File: config.mk
export PLATFORM = sky130hd
export DESIGN_NAME = accel_seq_ctrl_flat
export DESIGN_NICKNAME = d
export VERILOG_FILES = /design/src/rtl/accel_pkg.sv /design/src/rtl/accel_seq_ctrl_if.sv /design/src/rtl/accel_tick_gen.sv /design/src/rtl/accel_seq_ctrl.sv /design/src/flat_wrapper.sv
export SDC_FILE = /design/constraint.sdc
export NUM_CORES = 1
export LEC_CHECK = 0
export ABC_CLOCK_PERIOD_IN_PS = 4600
export CAP_MARGIN = 20
export CORE_ASPECT_RATIO = 1.2
export CORE_MARGIN = 5
export CORE_UTILIZATION = 50
export DETAILED_ROUTE_END_ITERATION = 7
export GPL_ROUTABILITY_DRIVEN = 0
export PLACE_DENSITY = 0.76
export SYNTH_ARGS = -nofsm -noshare
export SYNTH_HDL_FRONTEND = slang
export SYNTH_SLANG_ARGS = --single-unit
File: constraint.sdc
create_clock -name clk -period 4.6 [get_ports clk]
set_clock_uncertainty 0.1 [all_clocks]
set_input_delay 0.69 -clock clk [delete_from_list [all_inputs] [get_ports clk]]
set_output_delay 0.69 -clock clk [all_outputs]
set_load 0.05 [all_outputs]
File: src/rtl/accel_pkg.sv
// Shared constants, FSM encoding and a helper for the ADXL345 transaction sequencer.
// Optional DEVID probe is enabled by the ACCEL_ID_CHECK_EN macro (see accel_seq_ctrl).
package accel_pkg;

    localparam logic [7:0] REG_DEVID    = 8'h00;
    localparam logic [7:0] REG_BW_RATE  = 8'h2C;
    localparam logic [7:0] REG_PWR_CTL  = 8'h2D;
    localparam logic [7:0] REG_DATA_FMT = 8'h31;
    localparam logic [7:0] REG_DATAX0   = 8'h32;

    localparam logic [7:0] RD_BIT    = 8'h80;
    localparam logic [7:0] MB_BIT    = 8'h40;
    localparam logic [7:0] DEVID_VAL = 8'hE5;

    // Multi-byte read starting at DATAX0: yields X0 X1 Y0 Y1 Z0 Z1.
    localparam logic [7:0] CMD_RD_DATA = RD_BIT | MB_BIT | REG_DATAX0;
    localparam logic [7:0] CMD_RD_ID   = RD_BIT | REG_DEVID;

    typedef enum logic [2:0] {
        ID      = 3'd0,
        CFG     = 3'd1,
        WAIT    = 3'd2,
        RD_CMD  = 3'd3,
        RD_BYTE = 3'd4,
        PUBLISH = 3'd5
    } state_t;

    // Byte stream of the configuration phase: address/value pairs.
    function automatic logic [7:0] cfg_byte(input logic [2:0] idx, input logic [7:0] bw,
                                            input logic [7:0] df, input logic [7:0] pwr);
        case (idx)
            3'd0:    cfg_byte = REG_BW_RATE;
            3'd1:    cfg_byte = bw;
            3'd2:    cfg_byte = REG_DATA_FMT;
            3'd3:    cfg_byte = df;
            3'd4:    cfg_byte = REG_PWR_CTL;
            default: cfg_byte = pwr;
        endcase
    endfunction

endpackage

File: src/rtl/accel_seq_ctrl_if.sv
// Byte-level link between the sequencer (master) and the SPI byte engine (slave).
interface accel_seq_ctrl_if;
    // Handshake: master raises spi_req with spi_wdata/spi_cs_hold valid and holds all three
    // until the slave pulses spi_done for one cycle (spi_rdata valid in that cycle); spi_req
    // drops in the following cycle and stays low for at least one cycle before the next byte.
    // spi_done while spi_req is low is ignored.
    logic       spi_req;
    logic [7:0] spi_wdata;
    logic       spi_cs_hold;
    logic       spi_done;
    logic [7:0] spi_rdata;

    modport master (output spi_req, spi_wdata, spi_cs_hold, input spi_done, spi_rdata);
    modport slave  (input spi_req, spi_wdata, spi_cs_hold, output spi_done, spi_rdata);
endinterface

File: src/rtl/accel_tick_gen.sv
// Free-running sample-rate divider; tick is high in the wrap cycle of the counter.
module accel_tick_gen #(
    parameter int SAMPLE_DIV = 25_000_000
) (
    input  logic clk,
    input  logic rst,
    output logic tick
);
    localparam int CW = $clog2(SAMPLE_DIV);
    localparam logic [CW-1:0] LAST = CW'(SAMPLE_DIV - 1);

    logic [CW-1:0] cnt;

    always_ff @(posedge clk or posedge rst) begin
        if (rst) begin
            cnt <= '0;
        end else if (cnt == LAST) begin
            cnt <= '0;
        end else begin
            cnt <= cnt + 1'b1;
        end
    end

    assign tick = (cnt == LAST);
endmodule

File: src/rtl/accel_seq_ctrl.sv
// ADXL345 sequencer: one-shot register config, then periodic 6-byte XYZ burst reads.
// Define ACCEL_ID_CHECK_EN to probe DEVID before configuring (adds the id_err output).
module accel_seq_ctrl
    import accel_pkg::*;
#(
    parameter int         SAMPLE_DIV   = 25_000_000,
    parameter logic [7:0] BW_RATE_VAL  = 8'h0A,
    parameter logic [7:0] DATA_FMT_VAL = 8'h0B,
    parameter logic [7:0] PWR_CTL_VAL  = 8'h08
) (
    input  logic                clk,
    input  logic                rst,
    input  logic                en,
    accel_seq_ctrl_if.master    spi,
    output logic signed [15:0]  data_x,
    output logic signed [15:0]  data_y,
    output logic signed [15:0]  data_z,
    output logic                data_update,
    output logic                cfg_done,
    output logic                overrun,
`ifdef ACCEL_ID_CHECK_EN
    output logic                id_err,
`endif
    output state_t              dbg_state
);

`ifdef ACCEL_ID_CHECK_EN
    localparam state_t START_ST = ID;
`else
    localparam state_t START_ST = CFG;
`endif

    state_t     state, state_nxt;
    logic [2:0] idx;
    logic       pending;
    logic [7:0] shadow [0:5];
    logic       tick;
    logic       id_wait;

    logic       byte_state, byte_last, cs_sel, consume, publish;
    logic [7:0] wdata_sel;
    logic       xfer_done, launch, tick_ok, id_ok;

    accel_tick_gen #(.SAMPLE_DIV(SAMPLE_DIV)) u_tick (
        .clk  (clk),
        .rst  (rst),
        .tick (tick)
    );

    assign xfer_done = spi.spi_req & spi.spi_done;
    assign launch    = byte_state & ~spi.spi_req & ~id_wait;
    assign tick_ok   = tick & cfg_done & en;
    assign id_ok     = (spi.spi_rdata == DEVID_VAL);
    assign dbg_state = state;

    always_ff @(posedge clk or posedge rst) begin
        if (rst) begin
            state <= START_ST;
        end else begin
            state <= state_nxt;
        end
    end

    always_comb begin
        state_nxt = state;
        case (state)
            ID:      if (xfer_done && byte_last && id_ok) state_nxt = CFG;
            CFG:     if (xfer_done && byte_last) state_nxt = WAIT;
            WAIT:    if (pending) state_nxt = RD_CMD;
            RD_CMD:  if (xfer_done) state_nxt = RD_BYTE;
            RD_BYTE: if (xfer_done && byte_last) state_nxt = PUBLISH;
            PUBLISH: state_nxt = WAIT;
            default: state_nxt = START_ST;
        endcase
    end

    // Per-state byte selection and the strobes that drive the datapath below.
    always_comb begin
        byte_state = 1'b0;
        byte_last  = 1'b0;
        wdata_sel  = 8'h00;
        cs_sel     = 1'b0;
        consume    = 1'b0;
        publish    = 1'b0;
        case (state)
            ID: begin
                byte_state = 1'b1;
                byte_last  = (idx == 3'd1);
                wdata_sel  = (idx == 3'd0) ? CMD_RD_ID : 8'h00;
                cs_sel     = (idx == 3'd0);
            end
            CFG: begin
                byte_state = 1'b1;
                byte_last  = (idx == 3'd5);
                wdata_sel  = cfg_byte(idx, BW_RATE_VAL, DATA_FMT_VAL, PWR_CTL_VAL);
                cs_sel     = ~idx[0];
            end
            WAIT:    consume = pending;
            RD_CMD: begin
                byte_state = 1'b1;
                byte_last  = 1'b1;
                wdata_sel  = CMD_RD_DATA;
                cs_sel     = 1'b1;
            end
            RD_BYTE: begin
                byte_state = 1'b1;
                byte_last  = (idx == 3'd5);
                cs_sel     = (idx != 3'd5);
            end
            PUBLISH: publish = 1'b1;
            default: ;
        endcase
    end

    always_ff @(posedge clk or posedge rst) begin
        if (rst) begin
            spi.spi_req     <= 1'b0;
            spi.spi_wdata   <= 8'h00;
            spi.spi_cs_hold <= 1'b0;
            idx             <= 3'd0;
            pending         <= 1'b0;
            overrun         <= 1'b0;
            cfg_done        <= 1'b0;
            data_update     <= 1'b0;
            data_x          <= '0;
            data_y          <= '0;
            data_z          <= '0;
            for (int i = 0; i < 6; i++) shadow[i] <= 8'h00;
        end else begin
            data_update <= publish;
            if (launch) begin
                spi.spi_req     <= 1'b1;
                spi.spi_wdata   <= wdata_sel;
                spi.spi_cs_hold <= cs_sel;
            end else if (xfer_done) begin
                spi.spi_req <= 1'b0;
            end
            if (xfer_done) begin
                idx <= byte_last ? 3'd0 : idx + 3'd1;
            end
            if (xfer_done && state == RD_BYTE) begin
                shadow[idx] <= spi.spi_rdata;
            end
            if (xfer_done && byte_last && state == CFG) begin
                cfg_done <= 1'b1;
            end
            if (publish) begin
                data_x <= {shadow[1], shadow[0]};
                data_y <= {shadow[3], shadow[2]};
                data_z <= {shadow[5], shadow[4]};
            end
            // A tick coinciding with consumption re-arms pending without flagging overrun.
            if (tick_ok) begin
                pending <= 1'b1;
            end else if (consume) begin
                pending <= 1'b0;
            end
            if (tick_ok && pending && !consume) begin
                overrun <= 1'b1;
            end
        end
    end

`ifdef ACCEL_ID_CHECK_EN
    // A DEVID mismatch parks the probe until the next tick, then retries.
    always_ff @(posedge clk or posedge rst) begin
        if (rst) begin
            id_err  <= 1'b0;
            id_wait <= 1'b0;
        end else if (state == ID && xfer_done && byte_last && !id_ok) begin
            id_err  <= 1'b1;
            id_wait <= 1'b1;
        end else if (id_wait && tick) begin
            id_wait <= 1'b0;
        end
    end
`else
    assign id_wait = 1'b0;
`endif

endmodule

File: src/flat_wrapper.sv
// flat-port wrapper written by rule: the top's interface ports become plain ports
module accel_seq_ctrl_flat import accel_pkg::*;
#(
    parameter int         SAMPLE_DIV   = 25_000_000,
    parameter logic [7:0] BW_RATE_VAL  = 8'h0A,
    parameter logic [7:0] DATA_FMT_VAL = 8'h0B,
    parameter logic [7:0] PWR_CTL_VAL  = 8'h08
)
  (clk, rst, en, data_x, data_y, data_z, data_update, cfg_done, overrun, dbg_state, spi_spi_req, spi_spi_wdata, spi_spi_cs_hold, spi_spi_done, spi_spi_rdata);
  accel_seq_ctrl_if spi_i ();
  input  logic clk;
  input  logic rst;
  input  logic en;
  output logic signed [15:0] data_x;
  output logic signed [15:0] data_y;
  output logic signed [15:0] data_z;
  output logic data_update;
  output logic cfg_done;
  output logic overrun;
  output state_t dbg_state;
  output wire logic [$bits(spi_i.spi_req)-1:0] spi_spi_req;
  output wire logic [$bits(spi_i.spi_wdata)-1:0] spi_spi_wdata;
  output wire logic [$bits(spi_i.spi_cs_hold)-1:0] spi_spi_cs_hold;
  input wire logic [$bits(spi_i.spi_done)-1:0] spi_spi_done;
  input wire logic [$bits(spi_i.spi_rdata)-1:0] spi_spi_rdata;
  assign spi_spi_req = spi_i.spi_req;
  assign spi_spi_wdata = spi_i.spi_wdata;
  assign spi_spi_cs_hold = spi_i.spi_cs_hold;
  assign spi_i.spi_done = spi_spi_done;
  assign spi_i.spi_rdata = spi_spi_rdata;
  accel_seq_ctrl #(.SAMPLE_DIV(SAMPLE_DIV), .BW_RATE_VAL(BW_RATE_VAL), .DATA_FMT_VAL(DATA_FMT_VAL), .PWR_CTL_VAL(PWR_CTL_VAL)) u_core (.clk(clk), .rst(rst), .en(en), .spi(spi_i), .data_x(data_x), .data_y(data_y), .data_z(data_z), .data_update(data_update), .cfg_done(cfg_done), .overrun(overrun), .dbg_state(dbg_state));
endmodule
After elaboration in Yosys (flattened, before gate mapping)
Index checks and enable logic that the tools add are counted.
W data, S select, Z words.

storage, ports and cells
  logic and storage cells = 86
  bits of input ports = 12
  flip-flop bits (word level) = 141

cells by class
  bitwise operators = 7
  order comparisons = 2
  reductions and logical operators = 15
  equal/unequal tests = 18
  add/sub/neg operators = 2
  mux-type cells = 23

operators by type and width
  kind                     number
  $bwmux W48               1
  $pmux W6 S5              1
  $add A25 B1 Y25 const B  1
  $eq A25 B25 Y1 const B   1
  $mux W25                 1
  $demux W8 S3             1
  $pmux W8 S3              1
  $mux W3                  6
  $pmux W3 S6              1
  $mux W8                  2
  $eq A3 B2 Y1 const B     4
  $eq A3 B3 Y1 const B     4
  $ne A2 B1 Y1 const B     5
  $eq A8 B8 Y1 const B     1
  $logic_and A1 B1 Y1      7
  $mux W1                  7
  $eq A3 B1 Y1 const B     2
  $logic_not A3 Y1         2
  $reduce_and A5 Y1        1
  $and A1 B1 Y1            4
  $ge A4 B4 Y1 const B     1
  $lt A4 B1 Y1 const B     1
  $not A3 Y4               1
  $pmux W1 S4              1
  8 further kinds          10

Depth between registers and ports, before layout
  word-level depth = 7
  depth in mapped cells = 8
  depth with buffers taken out = 6

By module
Synthesis repeated with hierarchy kept, for this count alone.

unflattened totals
  cell total of the unflattened synthesis = 458
  area total of the unflattened synthesis = 6,143.4 µm²

by module, submodules not included
  module          sequential area each (µm²)  area an instance (µm²)  cells each  times used
  accel_seq_ctrl  2,904.0                     4,805.9                 324         1
  accel_tick_gen  625.6                       1,337.5                 134         1

Worst setup path before layout
No wires, ideal clock.

  path type = register to register
  start = reg u_core.spi.spi_req
  end = reg u_core.shadow[10] (netlist name)
  cell stages (with the launch flop) = 6
  path buffers = 1
  arrival time = 2,036 ps
  period minus slack after synthesis = 2,261 ps
  setup slack = 2,339 ps
  cell sequence = dfrtp_1 -> and2_1 -> clkbuf_1 -> nand4_1 -> nor3_2 -> mux2_2

between the ends
  word-level cells in the longest chain between the ends = 2

RTL lines
  what                           RTL line                 source
  start, declared                accel_seq_ctrl_if.sv:13  modport master (output spi_req, spi_wdata, spi_cs_hold, input spi_done, spi_rdata);
  start signal, assigned         accel_seq_ctrl.sv:117    spi.spi_req <= 1'b0;
  start signal, assigned         accel_seq_ctrl.sv:132    spi.spi_req <= 1'b1;
  start signal, assigned         accel_seq_ctrl.sv:136    spi.spi_req <= 1'b0;
  $and A1 B1 Y1                  accel_seq_ctrl.sv:50     assign xfer_done = spi.spi_req & spi.spi_done;
  $logic_and A1 B1 Y1            accel_seq_ctrl.sv:141    if (xfer_done && state == RD_BYTE) begin
  end signal, assigned by index  accel_seq_ctrl.sv:142    shadow[idx] <= spi.spi_rdata;
  end, declared                  accel_seq_ctrl.sv:36     logic [7:0] shadow [0:5];

Every way passes these cells.
A chain may end at the register's enable or synchronous reset.

Final worst setup path
  start = reg u_core.state[2] (netlist: u_core.dbg_state[2])
  end = out dbg_state[2]

RTL lines
  what                    RTL line              source
  start, declared         accel_seq_ctrl.sv:33  state_t state, state_nxt;
  start signal, assigned  accel_seq_ctrl.sv:60  state <= state_nxt;
  end, declared           flat_wrapper.sv:20    output state_t dbg_state;

No word-level cell between the ends.

==> flow_summary_export.csv <==
group,metric,value,unit
status,outcome,"finished, final reports clean",
placement,dp_hpwl,8375,µm
setup_path,critPathCaptureType,"output port",
finish,area_growth,25.08,%
power_and_ir_drop,power.total,2.713,mW
synthesis,syn_area,0.005961,mm²
grt,first_global_vias,4008,
synthesis,synth_ff_type,"dfrtp_1",
route,dr_wl_met2,6486,µm
synthesis,avgSynthCellArea,12.93,µm²
setup_path,worstSetupPathType,"reg2out",
synthesis,synth-async-reset-ratio,100.0,%
synthesis,yosysMostFrequentCell,"dfrtp_1",
setup_path,worstSetupStartpointType,"flip-flop",
finish,fin_nets,555,
setup_path,slowest_delay,0.94,ns
timing,slew_viol_final,0,
timing,tightest_slew,1.030,ns
finish,drive_above_1_share,25.82,%
synthesis,synth_edf_count,0,
worst_hold_path,hold_path.class,"reg2reg",
floorplan,fp-row-count,43,
grt,grtUsageTotal,19.00,%
timing,timing.final.hold_violations,0,
route,wire_per_inst,17.72,µm
floorplan,num_io_pins,76,
power_and_ir_drop,power_density,363.8,mW/mm²
synthesis,yosysTopAreaCell,"dfrtp_1",
finish,nFillCells,911,
floorplan,die_width,109.7,µm
finish,fin_util,64.16,%
placement,portBuffers,75,
clocking,cts_sinks,141,
route,antenna_left,0,
synthesis,ys_ff_latch,141,
setup_path,crit_slowest_cell,"clkdlybuf4s50_1",
grt,grt_overflow,0,
route,viasPerCell,5.662,
synthesis,synth_top_area_share,58.77,%
grt,grt_max_degree,94,
flow_run,drv_cap,0,
floorplan,die_area,0.01421,mm²
synthesis,synth_cells,461,
finish,diodes,0,
clocking,cts_buffer_depth,2,
timing,rsz0062_at_grt,"no",
setup_path,arrival,2.21,ns
floorplan,start_util,51.29,%
route,wl,12530,µm
power_and_ir_drop,ir_drop,0.2429,mV
clocking,postCtsHoldBufs,0,
timing,timing.setup.tns,0,ns
setup_path,path_buf_inv,1,
clocking,cts_resized,0,
timing,period_share,65.26,%
floorplan,coreArea,0.01162,mm²
setup_path,crit_fanout,26,
setup_path,cp_cell_sequence,"clkdlybuf4s50_1",
timing,max_freq,333.1,MHz
clocking,numCtsBuffers,17,
clocking,h-tree-depth,4,
grt,grt_first_pass_wirelength,20730,µm
clocking,cts_tree,"yes",
setup_path,worstPathRequired,3.81,ns
route,dr.pass1.iters,4,
route,drc,0,
synthesis,ys_types,54,
synthesis,ys_top_cells_by_count,"dfrtp_1, mux2_2, nand2_1",
synthesis,synthTopCellsByArea,"dfrtp_1, mux2_2, nand3_1, nand2_1, o21ai_0",
route,met1_length,5267,µm
clocking,cts-root-buf,"clkbuf_16",
timing,relSlewSlack,30.95,%
grt,antenna_found_initial,0,
route,drt_iter0_markers,214,
route,num_vias,4003,
route,met3_length,577,µm
power_and_ir_drop,leakagePower,3.511,nW
synthesis,syn_nets,479,
setup_path,path_delay_family,"buffers and inverters",
clocking,clock_latency,0.42,ns
synthesis,yosysWarnings,0,
timing,finalCriticalPeriod,3.002,ns
clocking,cts_setup_buffers,0,
clocking,path_clk_slew,0.07,ns
route,highest_layer,"met4",
timing,finalSetupViolations,0,
synthesis,synth_seq_area_share,59.21,%
floorplan,fp.dieH,129.6,µm
## flip-flops by register name, indices dropped and copies added (netlist names)
signal	flops
u_core.idx	3
u_core.shadow	48
u_core.data_y	16
u_core.data_x	16
u_core.u_tick.cnt	25
u_core.cfg_done	1
u_core.data_z	16
u_core.pending	1
u_core.overrun	1
u_core.spi.spi_req	1
u_core.data_update	1
u_core.spi.spi_wdata	8
u_core.spi.spi_cs_hold	1
u_core.dbg_state	3
## placed cells by master, fill, tap and decap left out, types with 4 or more instances in the layout
cell	netlist	routed
nor3_1	7	6
o22ai_1	4	4
inv_8	0	7
xor2_1	6	6
nand4_1	8	8
inv_1	12	11
nand2_1	22	22
inv_6	0	6
nor2_1	12	12
ha_1	6	6
clkdlybuf4s50_1	0	75
nand3_1	17	16
clkbuf_16	0	17
nor4_1	5	5
or3_1	4	4
o21ai_0	16	16
a22o_1	6	6
xnor2_1	6	6
a21oi_1	13	13
dfrtp_1	140	140
or4_1	6	6
mux2_2	95	95
o31ai_1	8	8
nor3_2	3	4
## final timing paths
path                                      from                      end  slack (ns)  depth (start not counted)
setup / recovery           u_core.dbg_state[2]             dbg_state[2]        1.60                          1
hold / removal                  u_core.overrun           u_core.overrun        0.37                          1
setup reg to reg           u_core.dbg_state[2]        u_core.shadow[47]        2.11                          3
hold reg to reg                 u_core.overrun           u_core.overrun        0.37                          1
max in group asynchronous                  rst        u_core.shadow[29]        2.83                          3
min in group asynchronous                  rst  u_core.spi.spi_wdata[6]        0.67                          2
## cell type report
class	instances	area, µm²	share of cell area [%]
timing repair buffer	78	773.2	10.37
clock inverter	15	166.4	2.232
inverter	14	57.56	0.7719
clock buffer	17	425.4	5.706
sequential	141	3530	47.34
multi-input combinational	285	2307	30.94
tap	157	196.4	2.635
## layer usage
metal	vias up	global-route usage (%)
li1	1835	-
met1	2036	24.71
met2	113	30.79
met3	19	5.431
met4	0	6.090
met5	-	0
## cell families (layout without fill, tap and decap cells)
| kind of cell | after synthesis | in the layout | synth area share [%] |
|---|---|---|---|
| multiplexers | 96 | 96 | 18.14 |
| flip-flops | 141 | 141 | 59.22 |
| buffers and inverters | 35 | 124 | 2.246 |
| XOR/XNOR | 12 | 12 | 1.763 |
| adder cells (fa/ha/maj) | 6 | 6 | 1.259 |
| AO/OA/AOI/OAI | 64 | 64 | 7.074 |
| AND/OR/NAND/NOR | 107 | 107 | 10.31 |
## metrics by stage
stage / hold WS [ns] / setup WS, ns / instance area (µm²) / std cells
6_report: 0.3731 / 1.598 / 7456 / 707
5_1_grt: 0.4004 / 1.497 / 7456 / 707
4_1_cts: 0.3765 / 1.602 / 7456 / 707
3_5_place_dp: 0.3571 / 1.592 / 6864 / 675
3_3_place_gp: 0.3535 / 1.669 / 6864 / 675
2_1_floorplan: 0.3602 / 0.03043 / 5961 / 461
## report_power, final
part | switching [mW] | internal [mW]
logic | 0.0574 | 0.0250
registers | 0.0128 | 1.24
clock network | 0.596 | 0.777
total | 0.667 | 2.05
Power figures use the tool's default switching activity.
